**config.mk**
```make
export PLATFORM = sky130hd
export DESIGN_NAME = bram_writer
export DESIGN_NICKNAME = d
export VERILOG_FILES = /design/src/rtl/bram_pkg.sv /design/src/rtl/key_debounce.sv /design/src/rtl/bram_writer.sv
export SDC_FILE = /design/constraint.sdc
export NUM_CORES = 1
export LEC_CHECK = 0
export ABC_AREA = 0
export ABC_CLOCK_PERIOD_IN_PS = 2600
export CAP_MARGIN = 0
export CORE_MARGIN = 3
export CORE_UTILIZATION = 45
export DETAILED_ROUTE_END_ITERATION = 7
export SETUP_SLACK_MARGIN = 0.1
export SYNTH_ARGS = -nofsm -noshare
export SYNTH_HDL_FRONTEND = slang
export SYNTH_SLANG_ARGS = --single-unit
export TNS_END_PERCENT = 100
```
**constraint.sdc**
```tcl
create_clock -name clk_50 -period 2.6 [get_ports clk_50]
set_input_delay 0.65 -clock clk_50 [delete_from_list [all_inputs] [get_ports clk_50]]
set_output_delay 0.65 -clock clk_50 [all_outputs]
set_load 0.02 [all_outputs]
```
**src/rtl/bram_pkg.sv**
```systemverilog
// Shared definitions for the 16x4 block-RAM writer and its reader:
// default geometry, FSM state encoding and the bulk-fill data pattern.
package bram_pkg;

  localparam int DEF_ADDR_W = 4;
  localparam int DEF_DATA_W = 4;

  typedef enum logic [2:0] {
    ST_IDLE    = 3'd0,
    ST_WRITE   = 3'd1,
    ST_WAIT_RD = 3'd2,
    ST_CHECK   = 3'd3,
    ST_FILL    = 3'd4
  } state_e;

  // Fill word = latched switches XOR address. Callers pass zero-extended
  // operands and truncate the result to the data width, which selects the
  // low address bits or zero-extends the address as the widths demand.
  function automatic logic [31:0] fill_pattern(input logic [31:0] data,
                                               input logic [31:0] addr);
    return data ^ addr;
  endfunction

endpackage

```
**src/rtl/key_debounce.sv**
```systemverilog
// Debouncer for one active-low push-button: 2-FF synchronizer, stability
// counter, and a one-cycle press pulse on the debounced 1->0 transition.
module key_debounce #(
  parameter int DEBOUNCE_CYCLES = 1_000_000
) (
  input  logic clk_50,
  input  logic rst,
  input  logic key_n,
  output logic level,
  output logic press
);

  localparam int CNT_W = $clog2(DEBOUNCE_CYCLES + 1);

  logic             sync1_q, sync2_q;
  logic             level_q, press_q;
  logic [CNT_W-1:0] cnt_q;

  // Synchronize the raw key into the clock domain; released (1) after reset.
  always_ff @(posedge clk_50) begin
    if (rst) begin
      sync1_q <= 1'b1;
      sync2_q <= 1'b1;
    end else begin
      sync1_q <= key_n;
      sync2_q <= sync1_q;
    end
  end

  // Accept a new level only after it has differed for DEBOUNCE_CYCLES cycles in a row.
  always_ff @(posedge clk_50) begin
    if (rst) begin
      level_q <= 1'b1;
      cnt_q   <= '0;
      press_q <= 1'b0;
    end else begin
      press_q <= 1'b0;
      if (sync2_q != level_q) begin
        if (cnt_q == CNT_W'(DEBOUNCE_CYCLES - 1)) begin
          level_q <= sync2_q;
          cnt_q   <= '0;
          press_q <= ~sync2_q;
        end else begin
          cnt_q <= cnt_q + 1'b1;
        end
      end else begin
        cnt_q <= '0;
      end
    end
  end

  assign level = level_q;
  assign press = press_q;

endmodule

```
**src/rtl/bram_writer.sv**
```systemverilog
// Key-driven writer for the board block RAM. KEY0 writes the switch value to
// an auto-incrementing address and reads it back; KEY1 fills the whole array
// with switches^address. A read-back mismatch sets a sticky error flag.
module bram_writer
  import bram_pkg::*;
#(
  parameter int ADDR_W          = DEF_ADDR_W,
  parameter int DATA_W          = DEF_DATA_W,
  parameter int DEBOUNCE_CYCLES = 1_000_000
) (
  input  logic              clk_50,
  input  logic              rst,
  input  logic [1:0]        key,
  input  logic [DATA_W-1:0] sw,
  output logic              ram_we,
  output logic [ADDR_W-1:0] ram_addr,
  output logic [DATA_W-1:0] ram_wdata,
  input  logic [DATA_W-1:0] ram_rdata,
  output logic [DATA_W-1:0] led,
  output logic              busy,
  output logic              err
);

  localparam logic [ADDR_W-1:0] LAST_ADDR = '1;

  logic [1:0] press;
  logic [1:0] level_unused;

  key_debounce #(.DEBOUNCE_CYCLES(DEBOUNCE_CYCLES)) u_key0 (
    .clk_50 (clk_50),
    .rst    (rst),
    .key_n  (key[0]),
    .level  (level_unused[0]),
    .press  (press[0])
  );

  key_debounce #(.DEBOUNCE_CYCLES(DEBOUNCE_CYCLES)) u_key1 (
    .clk_50 (clk_50),
    .rst    (rst),
    .key_n  (key[1]),
    .level  (level_unused[1]),
    .press  (press[1])
  );

  state_e            state_q;
  logic [ADDR_W-1:0] next_addr_q, next_addr_d;
  logic [ADDR_W-1:0] fill_addr_q, fill_addr_d;
  logic [DATA_W-1:0] data_q;
  logic              ram_we_q, busy_q, err_q;
  logic [ADDR_W-1:0] ram_addr_q;
  logic [DATA_W-1:0] ram_wdata_q, led_q;

  // Address increments; natural ADDR_W-bit overflow gives the wrap to 0.
  always_comb begin
    next_addr_d = next_addr_q + 1'b1;
    fill_addr_d = fill_addr_q + 1'b1;
  end

  // Writer FSM with registered RAM-port and status outputs. A press is only
  // acted on in IDLE, so presses while busy are dropped; KEY1 beats KEY0.
  always_ff @(posedge clk_50) begin
    if (rst) begin
      state_q     <= ST_IDLE;
      next_addr_q <= '0;
      fill_addr_q <= '0;
      data_q      <= '0;
      ram_we_q    <= 1'b0;
      ram_addr_q  <= '0;
      ram_wdata_q <= '0;
      led_q       <= '0;
      busy_q      <= 1'b0;
      err_q       <= 1'b0;
    end else begin
      case (state_q)
        ST_IDLE: begin
          if (press[1]) begin
            state_q     <= ST_FILL;
            fill_addr_q <= '0;
            data_q      <= sw;
            ram_we_q    <= 1'b1;
            ram_addr_q  <= '0;
            ram_wdata_q <= DATA_W'(fill_pattern(32'(sw), 32'd0));
            busy_q      <= 1'b1;
          end else if (press[0]) begin
            state_q     <= ST_WRITE;
            data_q      <= sw;
            ram_we_q    <= 1'b1;
            ram_addr_q  <= next_addr_q;
            ram_wdata_q <= sw;
            busy_q      <= 1'b1;
          end
        end
        ST_WRITE: begin
          ram_we_q <= 1'b0;
          led_q    <= data_q;
          state_q  <= ST_WAIT_RD;
        end
        // Address held with write enable low: a clean read of the new word.
        ST_WAIT_RD: begin
          state_q <= ST_CHECK;
        end
        ST_CHECK: begin
          if (ram_rdata != data_q) err_q <= 1'b1;
          next_addr_q <= next_addr_d;
          busy_q      <= 1'b0;
          state_q     <= ST_IDLE;
        end
        ST_FILL: begin
          if (fill_addr_q == LAST_ADDR) begin
            ram_we_q    <= 1'b0;
            next_addr_q <= '0;
            led_q       <= data_q;
            busy_q      <= 1'b0;
            state_q     <= ST_IDLE;
          end else begin
            fill_addr_q <= fill_addr_d;
            ram_addr_q  <= fill_addr_d;
            ram_wdata_q <= DATA_W'(fill_pattern(32'(data_q), 32'(fill_addr_d)));
          end
        end
        default: begin
          state_q  <= ST_IDLE;
          ram_we_q <= 1'b0;
          busy_q   <= 1'b0;
        end
      endcase
    end
  end

  assign ram_we    = ram_we_q;
  assign ram_addr  = ram_addr_q;
  assign ram_wdata = ram_wdata_q;
  assign led       = led_q;
  assign busy      = busy_q;
  assign err       = err_q;

endmodule

```
## After elaboration in Yosys (flattened, before gate mapping)

Index checks and enable logic that the tools add are counted.

| word-level totals | value |
|---|---|
| register bits | 78 |
| latch bits | 0 |
| RAM bits | 0 |
| ROM bits | 0 |
| output and inout bits | 15 |
| word-level logic and storage cells | 92 |
| memories | 0 |

| operators by class | value |
|---|---|
| add/sub/neg operators | 4 |
| multiply operators | 0 |
| div/mod/pow operators | 0 |
| magnitude comparators | 0 |
| eq/ne operators | 14 |
| shift-type cells | 0 |
| multiplexer cells | 23 |
| bitwise operators | 9 |
| reduce and logical (&&, ||, !) cells | 22 |

Operators by type and width:

| operator | number |
|---|---|
| adder 20 x 1 -> 20 bit (second input constant) | 2 |
| equality test 20 bit (second input constant) | 2 |
| case mux 4 bit (2 select lines) | 5 |
| 2-to-1 mux 4 bit | 9 |
| AND reduction 2 bit | 7 |
| case mux 3 bit (4 select lines) | 1 |
| AND reduction 3 bit | 4 |
| OR reduction 3 bit | 4 |
| 2-to-1 mux 3 bit | 3 |
| adder 4 x 1 -> 4 bit (second input constant) | 2 |
| inverter 1 bit | 8 |
| nonzero test 2 bit | 4 |
| equality test 3 x 2 -> 1 bit (second input constant) | 2 |
| case mux 1 bit (3 select lines) | 2 |
| equality test 4 bit (second input constant) | 1 |
| inequality test 2 bit (second input constant) | 2 |
| inequality test 4 bit | 1 |
| OR reduction 2 bit | 2 |
| XOR 4 bit | 1 |
| equality test 3 x 1 -> 1 bit (second input constant) | 1 |
| equality test 3 bit (second input constant) | 1 |
| zero test 3 bit | 1 |
| 2-to-1 mux 1 bit | 3 |
| inequality test 3 x 1 -> 1 bit (second input constant) | 1 |
| 2 further kinds | 3 |

## Longest topological paths before layout

Gate-level depths: netlist (run 1).

| depth | value |
|---|---|
| depth in word-level cells | 4 |
| mapped depth | 6 |
| mapped depth without buffers | 5 |

## Hierarchy

From an unflattened synthesis (run 1), not the netlist that was laid out.

| second synthesis, totals | value |
|---|---|
| cell total of the unflattened synthesis | 405 |
| area, all modules | 3661.0 um^2 |

Modules (own cells, without submodules):

| module | instances | cells an instance | area an instance (um^2) |
|---|---|---|---|
| bram_writer | 1 | 173 | 1559.0 |
| key_debounce at u_key0 | 1 | 117 | 1061.0 |
| key_debounce at u_key1 | 1 | 115 | 1041.0 |

## Worst setup path after synthesis (run 1)

OpenSTA, ideal clock, no wires.

| timing path | value |
|---|---|
| path kind | reg-to-reg |
| from | register fill_addr_q[0] |
| to | register ram_wdata_q[1], in the netlist ram_wdata[1] |
| setup time | 70 ps |
| arrival time | 1884 ps |
| setup slack | 646 ps |
| stages on the path, launching flop included | 7 |
| path buffers | 1 |
| period minus slack after synthesis | 1954 ps |
| cell sequence | dfxtp_1 > ha_1 > and3_1 > a2111oi_2 > buf_2 > o211ai_1 > a21oi_1 |

| between the ends | value |
|---|---|
| cells in the longest elaborated chain, start to end | 4 |
| elaborated cells between the ends (all ways) | 7 |
| classes of those cells | add/sub (1); eq/ne (2); mux (2); bitwise (1); reduce/logical (1) |

RTL lines:

| what | RTL line | text |
|---|---|---|
| from (decl) | bram_writer.sv:47 | `logic [ADDR_W-1:0] fill_addr_q, fill_addr_d;` |
| from (signal assigned) | bram_writer.sv:116 | `fill_addr_q <= fill_addr_d;` |
| adder 4 x 1 -> 4 bit | bram_writer.sv:56 | `fill_addr_d = fill_addr_q + 1'b1;` |
| XOR 4 bit | bram_pkg.sv:21 | `return data ^ addr;` |
| 2-to-1 mux 4 bit | bram_writer.sv:109 | `if (fill_addr_q == LAST_ADDR) begin` |
| case mux 4 bit (2 select lines) | bram_writer.sv:74 | `case (state_q)` |
| to (signal assigned) | bram_writer.sv:82 | `ram_wdata_q <= DATA_W'(fill_pattern(32'(sw), 32'd0));` |
| to (signal assigned) | bram_writer.sv:89 | `ram_wdata_q <= sw;` |
| to (signal assigned) | bram_writer.sv:118 | `ram_wdata_q <= DATA_W'(fill_pattern(32'(data_q), 32'(fill_addr_d)));` |
| to (decl) | bram_writer.sv:51 | `logic [DATA_W-1:0] ram_wdata_q, led_q;` |

Parallel ways exist; a longest one is shown, timed or not. The select of a mux whose other input is x is not followed.
A chain may end at the register's enable or synchronous reset.

## Worst setup path in the final report (run 1)

| timing path | value |
|---|---|
| from | register u_key1.cnt_q[7] |
| to | register u_key1.cnt_q[5] |

| between the ends | value |
|---|---|
| cells in the longest elaborated chain, start to end | 2 |

RTL lines:

| what | RTL line | text |
|---|---|---|
| from (decl) | key_debounce.sv:17 | `logic [CNT_W-1:0] cnt_q;` |
| from (signal assigned) | key_debounce.sv:44 | `cnt_q <= cnt_q + 1'b1;` |
| equality test 20 bit | key_debounce.sv:39 | `if (cnt_q == CNT_W'(DEBOUNCE_CYCLES - 1)) begin` |
| OR reduction 3 bit (no line) | -- |  |

Every way passes these cells.

==> results of run 1 <==
## critical path, delay by kind of cell, from the launching register on
family,cells,cell delay (ps)
flip-flops,1,360
AND/OR/NAND/NOR,3,1160
AO/OA/AOI/OAI,1,420
## layer usage
| metal | track usage | part of all wire | wire length (um) |
|---|---|---|---|
| met5 | 0 | 0 | 0 |
| met2 | 0.254 | 0.44 | 3230 |
| met4 | 0.0590 | 0.012 | 85 |
| met3 | 0.0359 | 0.043 | 318 |
| met1 | 0.254 | 0.50 | 3700 |
## kinds of logic after synthesis
group,count (synthesis),share of synthesized area
multiplexers,6,0.0171
AND/OR/NAND/NOR,190,0.288
adder cells (fa/ha/maj),4,0.0142
XOR/XNOR,37,0.0922
buffers and inverters,20,0.0274
AO/OA/AOI/OAI,68,0.117
flip-flops,78,0.444
## per-stage QoR
stage                     total power [mW]  area (sq um)  setup slack [ps]
after floorplan                       1.25          3510               646
final                                 2.36          4100               517
after global routing                  2.44          4100               380
after CTS                             2.39          4100               487
after detailed placement              1.27          3850               507
after global placement                1.27          3850               542
## worst paths after layout
check | from | to | slack [ps]
max reg2reg | u_key1.cnt_q[7] | u_key1.cnt_q[5] | 520
min | u_key1.sync1_q | u_key1.sync2_q | 400
min reg2reg | u_key1.sync1_q | u_key1.sync2_q | 400
max | u_key1.cnt_q[7] | u_key1.cnt_q[5] | 520
## Yosys cell counts, types with 2 or more instances
cell type and n:
sky130_fd_sc_hd__nor4bb_1 2, sky130_fd_sc_hd__nand3_1 29, sky130_fd_sc_hd__a31oi_1 4, sky130_fd_sc_hd__nor4_1 7, sky130_fd_sc_hd__mux2i_1 6, sky130_fd_sc_hd__nand2b_1 2, sky130_fd_sc_hd__clkbuf_1 11, sky130_fd_sc_hd__dfxtp_1 78
sky130_fd_sc_hd__nand3b_1 5, sky130_fd_sc_hd__ha_1 4, sky130_fd_sc_hd__or3b_2 4, sky130_fd_sc_hd__o21ai_0 14, sky130_fd_sc_hd__or4_1 4, sky130_fd_sc_hd__nor4b_1 2, sky130_fd_sc_hd__a22oi_1 2, sky130_fd_sc_hd__a211oi_1 4
sky130_fd_sc_hd__a21oi_1 32, sky130_fd_sc_hd__nor2_1 53, sky130_fd_sc_hd__or3_1 5, sky130_fd_sc_hd__nand2_1 26, sky130_fd_sc_hd__nor3_1 13, sky130_fd_sc_hd__or2_2 4, sky130_fd_sc_hd__nand4_1 9, sky130_fd_sc_hd__and2_1 3
sky130_fd_sc_hd__xnor2_1 24, sky130_fd_sc_hd__nor3b_1 3, sky130_fd_sc_hd__buf_2 3, sky130_fd_sc_hd__xor2_1 13, sky130_fd_sc_hd__inv_1 4, sky130_fd_sc_hd__o41ai_1 2, sky130_fd_sc_hd__and3_1 10, sky130_fd_sc_hd__o31ai_1 4
## registers in the layout, summed over array words and instances, names as in the netlist
| name | count |
|---|---|
| u_key0.press | 1 |
| err | 1 |
| u_key1.level | 1 |
| u_key1.sync2_q | 1 |
| u_key0.cnt_q | 20 |
| next_addr_q | 4 |
| u_key0.level | 1 |
| u_key0.sync2_q | 1 |
| busy | 1 |
| u_key1.press | 1 |
| state_q | 3 |
| ram_we | 1 |
| ram_wdata | 4 |
| u_key1.cnt_q | 20 |
| u_key0.sync1_q | 1 |
| data_q | 4 |
| ram_addr | 4 |
| led | 4 |
| fill_addr_q | 4 |
| u_key1.sync1_q | 1 |
## power groups by stage
stage / sequential (mW) / clock [mW] / combinational, mW
floorplan: 1.23 / 0 / 0.0225
global placement: 1.23 / 0 / 0.0456
detailed placement: 1.23 / 0 / 0.0458
CTS: 1.20 / 1.14 / 0.0459
global route: 1.20 / 1.19 / 0.0496
finish: 1.20 / 1.11 / 0.0453
## layout make-up
class                      count  area [sq um]  share of cell area
multi-input combinational    305          1860               0.453
sequential                    78          1560               0.381
timing repair buffer          30           290              0.0709
clock buffer                  13           159              0.0388
tap                           99           124              0.0302
clock inverter                 3          90.1              0.0220
inverter                       4          15.0             0.00367
==> flow_results.xml, run 1 <==
<?xml version="1.0" encoding="UTF-8"?>
<metrics>
  <group name="power">
    <metric name="internal-power" unit="mW">1.91</metric>
    <metric name="p_switching" unit="mW">0.448</metric>
    <metric name="power.share.sequential" unit="">0.509</metric>
    <metric name="combinationalPowerShare" unit="">0.019</metric>
    <metric name="power_density" unit="mW/mm^2">576</metric>
    <metric name="switching_share" unit="">0.190</metric>
    <metric name="power.clock.fraction" unit="">0.472</metric>
    <metric name="static-leakage-power" unit="nW">1.32</metric>
    <metric name="peakVddDrop" unit="mV">0.294</metric>
  </group>
  <group name="synthesis">
    <metric name="synthesis_warning_total" unit="">0</metric>
    <metric name="synth.ff_latch_count" unit="">78</metric>
    <metric name="synth_edf_count" unit="">0</metric>
    <metric name="synth-seq-area-share" unit="">0.444</metric>
    <metric name="synthTopCellsByArea" unit="">sky130_fd_sc_hd__dfxtp_1, sky130_fd_sc_hd__xnor2_1, sky130_fd_sc_hd__nor2_1, sky130_fd_sc_hd__a21oi_1, sky130_fd_sc_hd__nand3_1</metric>
    <metric name="synth_cell_type_count" unit="">49</metric>
    <metric name="synthesis.area" unit="sq mm">0.00351</metric>
    <metric name="synthArstFlopShare" unit="">0</metric>
    <metric name="postSynth.topFlopCell" unit="">sky130_fd_sc_hd__dfxtp_1</metric>
    <metric name="post_synth.cell_area_avg" unit="sq um">8.72</metric>
    <metric name="synthesized_netlist_cell_count" unit="">403</metric>
    <metric name="synthDominantAreaCellType" unit="">sky130_fd_sc_hd__dfxtp_1</metric>
    <metric name="synth_top_area_frac" unit="">0.444</metric>
    <metric name="postSynthNetCount" unit="">419</metric>
  </group>
  <group name="cts">
    <metric name="cts_tree" unit="">done</metric>
    <metric name="cts.hold.buffers_added" unit="">0</metric>
    <metric name="h_tree_depth_reported_by_cts" unit="">3</metric>
    <metric name="cts-resized-gates" unit="">0</metric>
    <metric name="cts_setup_buffers" unit="">0</metric>
    <metric name="cts_buf_count" unit="">9</metric>
    <metric name="clk_pin_slew_worst_paths" unit="ps">70</metric>
    <metric name="clock-sinks" unit="">78</metric>
    <metric name="clock_buffer_depth" unit="">2</metric>
    <metric name="clkLatencyLatePin" unit="ps">340</metric>
    <metric name="clock_tree.root_cell" unit="">sky130_fd_sc_hd__clkbuf_8</metric>
  </group>
  <group name="cells_and_area">
    <metric name="antenna-diode-count" unit="">0</metric>
    <metric name="final_layout_size_suffix_gt1_frac" unit="">0.0785</metric>
    <metric name="nNetsFinal" unit="">444</metric>
    <metric name="layout.cells.non_filler" unit="">532</metric>
    <metric name="num-fill-cells" unit="">722</metric>
    <metric name="mostFrequentLayoutCell" unit="">sky130_fd_sc_hd__dfxtp_1</metric>
    <metric name="area_delta_synth_final" unit="%">16.6</metric>
    <metric name="finish.utilization" unit="">0.553</metric>
    <metric name="mostFrequentLayoutCells" unit="">sky130_fd_sc_hd__dfxtp_1, sky130_fd_sc_hd__nor2_1, sky130_fd_sc_hd__a21oi_1</metric>
  </group>
  <group name="floorplanning">
    <metric name="ios" unit="">27</metric>
    <metric name="die_height" unit="um">94.4</metric>
    <metric name="rows" unit="">31</metric>
    <metric name="fp.dieArea" unit="sq mm">0.00890</metric>
    <metric name="initial_utilization" unit="">0.474</metric>
    <metric name="core" unit="sq mm">0.00741</metric>
    <metric name="fp.dieW" unit="um">94.4</metric>
  </group>
  <group name="timing">
    <metric name="unrepaired_setup_endpoints_after_global_routing" unit="">false</metric>
    <metric name="hold_viol_final" unit="">0</metric>
    <metric name="setup_tns" unit="ps">0</metric>
    <metric name="tightestPinTransition" unit="ps">867</metric>
    <metric name="final_worst_path_period_share" unit="">0.801</metric>
    <metric name="final.min_clock_period" unit="ps">2080</metric>
    <metric name="finClkSkew" unit="ps">11.8</metric>
    <metric name="final_max_slew_viol_count" unit="">0</metric>
    <metric name="achievable-frequency" unit="MHz">480</metric>
    <metric name="finalSetupViolCount" unit="">0</metric>
    <metric name="fin_hold_ws" unit="ps">402</metric>
    <metric name="slew_headroom" unit="">0.416</metric>
  </group>
  <group name="drt">
    <metric name="vias_per_cell" unit="">5.49</metric>
    <metric name="detail_route.drc_violations" unit="">0</metric>
    <metric name="drt_wl_cell" unit="um">13.8</metric>
    <metric name="initialDrtViolationCount" unit="">193</metric>
    <metric name="total_wirelength" unit="um">7320</metric>
    <metric name="vias" unit="">2923</metric>
    <metric name="first_pass_iters" unit="">5</metric>
    <metric name="ant_nets" unit="">0</metric>
  </group>
  <group name="placed_design">
    <metric name="dpl.cell_count" unit="">516</metric>
    <metric name="place.gp.congestion" unit="">0.902</metric>
    <metric name="number_of_buffer_cells_added_on_primary_ports" unit="">26</metric>
    <metric name="detailedPlacementHpwl" unit="um">5200</metric>
  </group>
  <group name="global_routing">
    <metric name="groute.usage.overall" unit="">0.173</metric>
    <metric name="congestion_overflow_gr" unit="">0</metric>
    <metric name="grt_first_pass_wirelength" unit="um">12400</metric>
    <metric name="grt_pass1_vias" unit="">2598</metric>
    <metric name="grt_max_degree" unit="">29</metric>
    <metric name="grt_antenna_before_repair" unit="">0</metric>
  </group>
  <group name="worst_setup_path">
    <metric name="critical_path_arrival" unit="ps">2290</metric>
    <metric name="critical_path_class" unit="">reg -&gt; reg</metric>
    <metric name="start_kind" unit="">flip-flop</metric>
    <metric name="critical_path_peak_fanout" unit="">19</metric>
    <metric name="worstPathRequired" unit="ps">2800</metric>
    <metric name="crit_path_cell_trace" unit="">or4b_4 &gt; or4_4 &gt; o21ai_4 &gt; nor2_1</metric>
    <metric name="crit_slowest_cell" unit="">sky130_fd_sc_hd__or4b_4</metric>
    <metric name="r2r.worst_path.cells" unit="">4</metric>
    <metric name="critical_path.endpoint_type" unit="">flip-flop</metric>
    <metric name="critical_path.max_stage_delay" unit="ps">550</metric>
  </group>
  <group name="run">
    <metric name="max_cap_viol_count" unit="">0</metric>
  </group>
  <group name="worst_hold_path">
    <metric name="hold_depth" unit="">1</metric>
    <metric name="hp-class" unit="">reg -&gt; reg</metric>
  </group>
  <group name="status">
    <metric name="run_status" unit="">finished clean</metric>
  </group>
</metrics>
Note: power is estimated with default switching activity, not from simulation.
==> inputs of run 2 (changes only) <==
Settings changed: ABC_CLOCK_PERIOD_IN_PS 2600 to 2000.
Clock period 2.6 ns to 2 ns, I/O delays scaled along.
==> run 2 against run 1 <==
Combinational power rose by 40%. Worst setup slack got worse by 400 ps. Via count grew 1.6%.
==> flow_results.xml, run 2 (synthesis results as in run 1) <==
<?xml version="1.0" encoding="UTF-8"?>
<metrics>
  <group name="worst_setup_path">
    <metric name="critical_path_arrival" unit="ps">2110</metric>
    <metric name="critical_path.endpoint_type" unit="">flip-flop</metric>
    <metric name="critical_path_peak_fanout" unit="">19</metric>
    <metric name="worstPathRequired" unit="ps">2230</metric>
    <metric name="start_kind" unit="">flip-flop</metric>
    <metric name="critical_path_class" unit="">reg -&gt; reg</metric>
  </group>
  <group name="global_routing">
    <metric name="grt_antenna_before_repair" unit="">0</metric>
    <metric name="grt_max_degree" unit="">20</metric>
    <metric name="grt_pass1_vias" unit="">2714</metric>
    <metric name="congestion_overflow_gr" unit="">0</metric>
    <metric name="groute.usage.overall" unit="">0.183</metric>
    <metric name="grt_first_pass_wirelength" unit="um">12900</metric>
  </group>
  <group name="timing">
    <metric name="finalSetupViolCount" unit="">0</metric>
    <metric name="final_max_slew_viol_count" unit="">0</metric>
    <metric name="setup_tns" unit="ps">0</metric>
    <metric name="final.min_clock_period" unit="ps">1880</metric>
    <metric name="hold_viol_final" unit="">0</metric>
    <metric name="slew_headroom" unit="">0.457</metric>
    <metric name="fin_hold_ws" unit="ps">419</metric>
    <metric name="achievable-frequency" unit="MHz">532</metric>
    <metric name="tightestPinTransition" unit="ps">805</metric>
    <metric name="finClkSkew" unit="ps">7.61</metric>
    <metric name="unrepaired_setup_endpoints_after_global_routing" unit="">true</metric>
    <metric name="final_worst_path_period_share" unit="">0.940</metric>
  </group>
  <group name="drt">
    <metric name="first_pass_iters" unit="">4</metric>
    <metric name="ant_nets" unit="">0</metric>
    <metric name="vias" unit="">2971</metric>
    <metric name="initialDrtViolationCount" unit="">161</metric>
    <metric name="drt_wl_cell" unit="um">13.7</metric>
    <metric name="vias_per_cell" unit="">5.38</metric>
    <metric name="detail_route.drc_violations" unit="">0</metric>
    <metric name="total_wirelength" unit="um">7580</metric>
  </group>
  <group name="cts">
    <metric name="clk_pin_slew_worst_paths" unit="ps">80</metric>
    <metric name="cts-resized-gates" unit="">0</metric>
    <metric name="cts_tree" unit="">done</metric>
    <metric name="clock_tree.root_cell" unit="">sky130_fd_sc_hd__clkbuf_8</metric>
    <metric name="cts.hold.buffers_added" unit="">0</metric>
    <metric name="clkLatencyLatePin" unit="ps">350</metric>
    <metric name="h_tree_depth_reported_by_cts" unit="">3</metric>
    <metric name="cts_buf_count" unit="">9</metric>
    <metric name="clock_buffer_depth" unit="">2</metric>
    <metric name="cts_setup_buffers" unit="">0</metric>
    <metric name="clock-sinks" unit="">78</metric>
  </group>
  <group name="placed_design">
    <metric name="dpl.cell_count" unit="">536</metric>
    <metric name="detailedPlacementHpwl" unit="um">5520</metric>
    <metric name="place.gp.congestion" unit="">0.836</metric>
    <metric name="number_of_buffer_cells_added_on_primary_ports" unit="">26</metric>
    <metric name="place_area" unit="sq mm">0.00402</metric>
  </group>
  <group name="worst_hold_path">
    <metric name="hp-class" unit="">reg -&gt; reg</metric>
  </group>
  <group name="status">
    <metric name="run_status" unit="">finished clean</metric>
  </group>
  <group name="power">
    <metric name="p_switching" unit="mW">0.605</metric>
    <metric name="switching_share" unit="">0.220</metric>
    <metric name="power.share.sequential" unit="">0.567</metric>
    <metric name="power_density" unit="mW/mm^2">652</metric>
    <metric name="static-leakage-power" unit="nW">1.41</metric>
    <metric name="combinationalPowerShare" unit="">0.023</metric>
    <metric name="internal-power" unit="mW">2.14</metric>
    <metric name="final_total_pwr" unit="mW">2.75</metric>
    <metric name="peakVddDrop" unit="mV">0.452</metric>
    <metric name="power.clock.fraction" unit="">0.410</metric>
  </group>
  <group name="cells_and_area">
    <metric name="mostFrequentLayoutCells" unit="">sky130_fd_sc_hd__dfxtp_1, sky130_fd_sc_hd__nor2_1, sky130_fd_sc_hd__a21oi_1</metric>
    <metric name="num-fill-cells" unit="">692</metric>
    <metric name="area_delta_synth_final" unit="%">20.1</metric>
    <metric name="final_area" unit="sq mm">0.00422</metric>
    <metric name="mostFrequentLayoutCell" unit="">sky130_fd_sc_hd__dfxtp_1</metric>
    <metric name="nNetsFinal" unit="">464</metric>
    <metric name="layout.cells.non_filler" unit="">552</metric>
    <metric name="final_layout_size_suffix_gt1_frac" unit="">0.128</metric>
    <metric name="largest_registers" unit="">u_key0.cnt_q: 20 flops, u_key1.cnt_q: 20 flops</metric>
    <metric name="antenna-diode-count" unit="">0</metric>
  </group>
  <group name="floorplanning">
    <metric name="core" unit="sq mm">0.00741</metric>
    <metric name="ios" unit="">27</metric>
    <metric name="fp.dieW" unit="um">94.4</metric>
    <metric name="fp.dieArea" unit="sq mm">0.00890</metric>
    <metric name="initial_utilization" unit="">0.474</metric>
    <metric name="rows" unit="">31</metric>
    <metric name="die_height" unit="um">94.4</metric>
  </group>
  <group name="run">
    <metric name="max_cap_viol_count" unit="">0</metric>
  </group>
</metrics>
run 2: changes by cell type in the layout (fill, tap and decap cells not counted), sizes merged:
cell / previous run / this run
clkinvlp: 0 / 1
bufinv: 3 / 0
clkinv: 0 / 3
clkbuf: 13 / 12
buf: 4 / 24
run 2: per-layer routing:
layer | GRT usage | wire (um) | vias to the layer above
met1 | 0.265 | 3920 | 1375
met2 | 0.265 | 3190 | 54
met5 | 0 | 0 | -
li1 | - | - | 1531
met3 | 0.0406 | 340 | 11
met4 | 0.0746 | 135 | 0
run 2: power by group through the flow:
| stage | sequential, mW | clock, mW | combinational, mW |
|---|---|---|---|
| final | 1.56 | 1.13 | 0.0632 |
| after global routing | 1.56 | 1.23 | 0.0698 |
| after CTS | 1.56 | 1.16 | 0.0646 |
| after detailed placement | 1.60 | 0 | 0.0644 |
| after global placement | 1.60 | 0 | 0.0644 |
| after floorplan | 1.60 | 0 | 0.0293 |
run 2: layout make-up:
cell class              count  area [sq um]  area share
multi-input cells         305          1870       0.443
flip-flops and latches     78          1560       0.371
repair buffers             50           453       0.107
clock buffers              12           165      0.0391
well taps                  99           124      0.0294
clock inverters             4          30.0     0.00712
inverters                   4          15.0     0.00356
run 2: worst paths after layout:
path                        start                to  slack, ps  cells after the start
setup / recovery  u_key1.cnt_q[8]  u_key1.cnt_q[19]        120                      5
hold / removal     u_key1.sync1_q    u_key1.sync2_q        420                      1
setup reg to reg  u_key1.cnt_q[8]  u_key1.cnt_q[19]        120                      5
hold reg to reg    u_key1.sync1_q    u_key1.sync2_q        420                      1
run 2: per-stage QoR:
stage / utilization / setup WS (ps)
after floorplan: - / 101
after global placement: 0.543 / 151
after detailed placement: 0.543 / 124
after CTS: 0.569 / 113
after global routing: 0.569 / 61.3
final: 0.569 / 120
run 2: worst max-delay path, stage by stage, from the launching register on:
cell                      delay (ps)
sky130_fd_sc_hd__dfxtp_2         350
sky130_fd_sc_hd__or4b_4          540
sky130_fd_sc_hd__or4_4           510
sky130_fd_sc_hd__o21ai_4         160
sky130_fd_sc_hd__buf_12          170
sky130_fd_sc_hd__a21oi_1          50
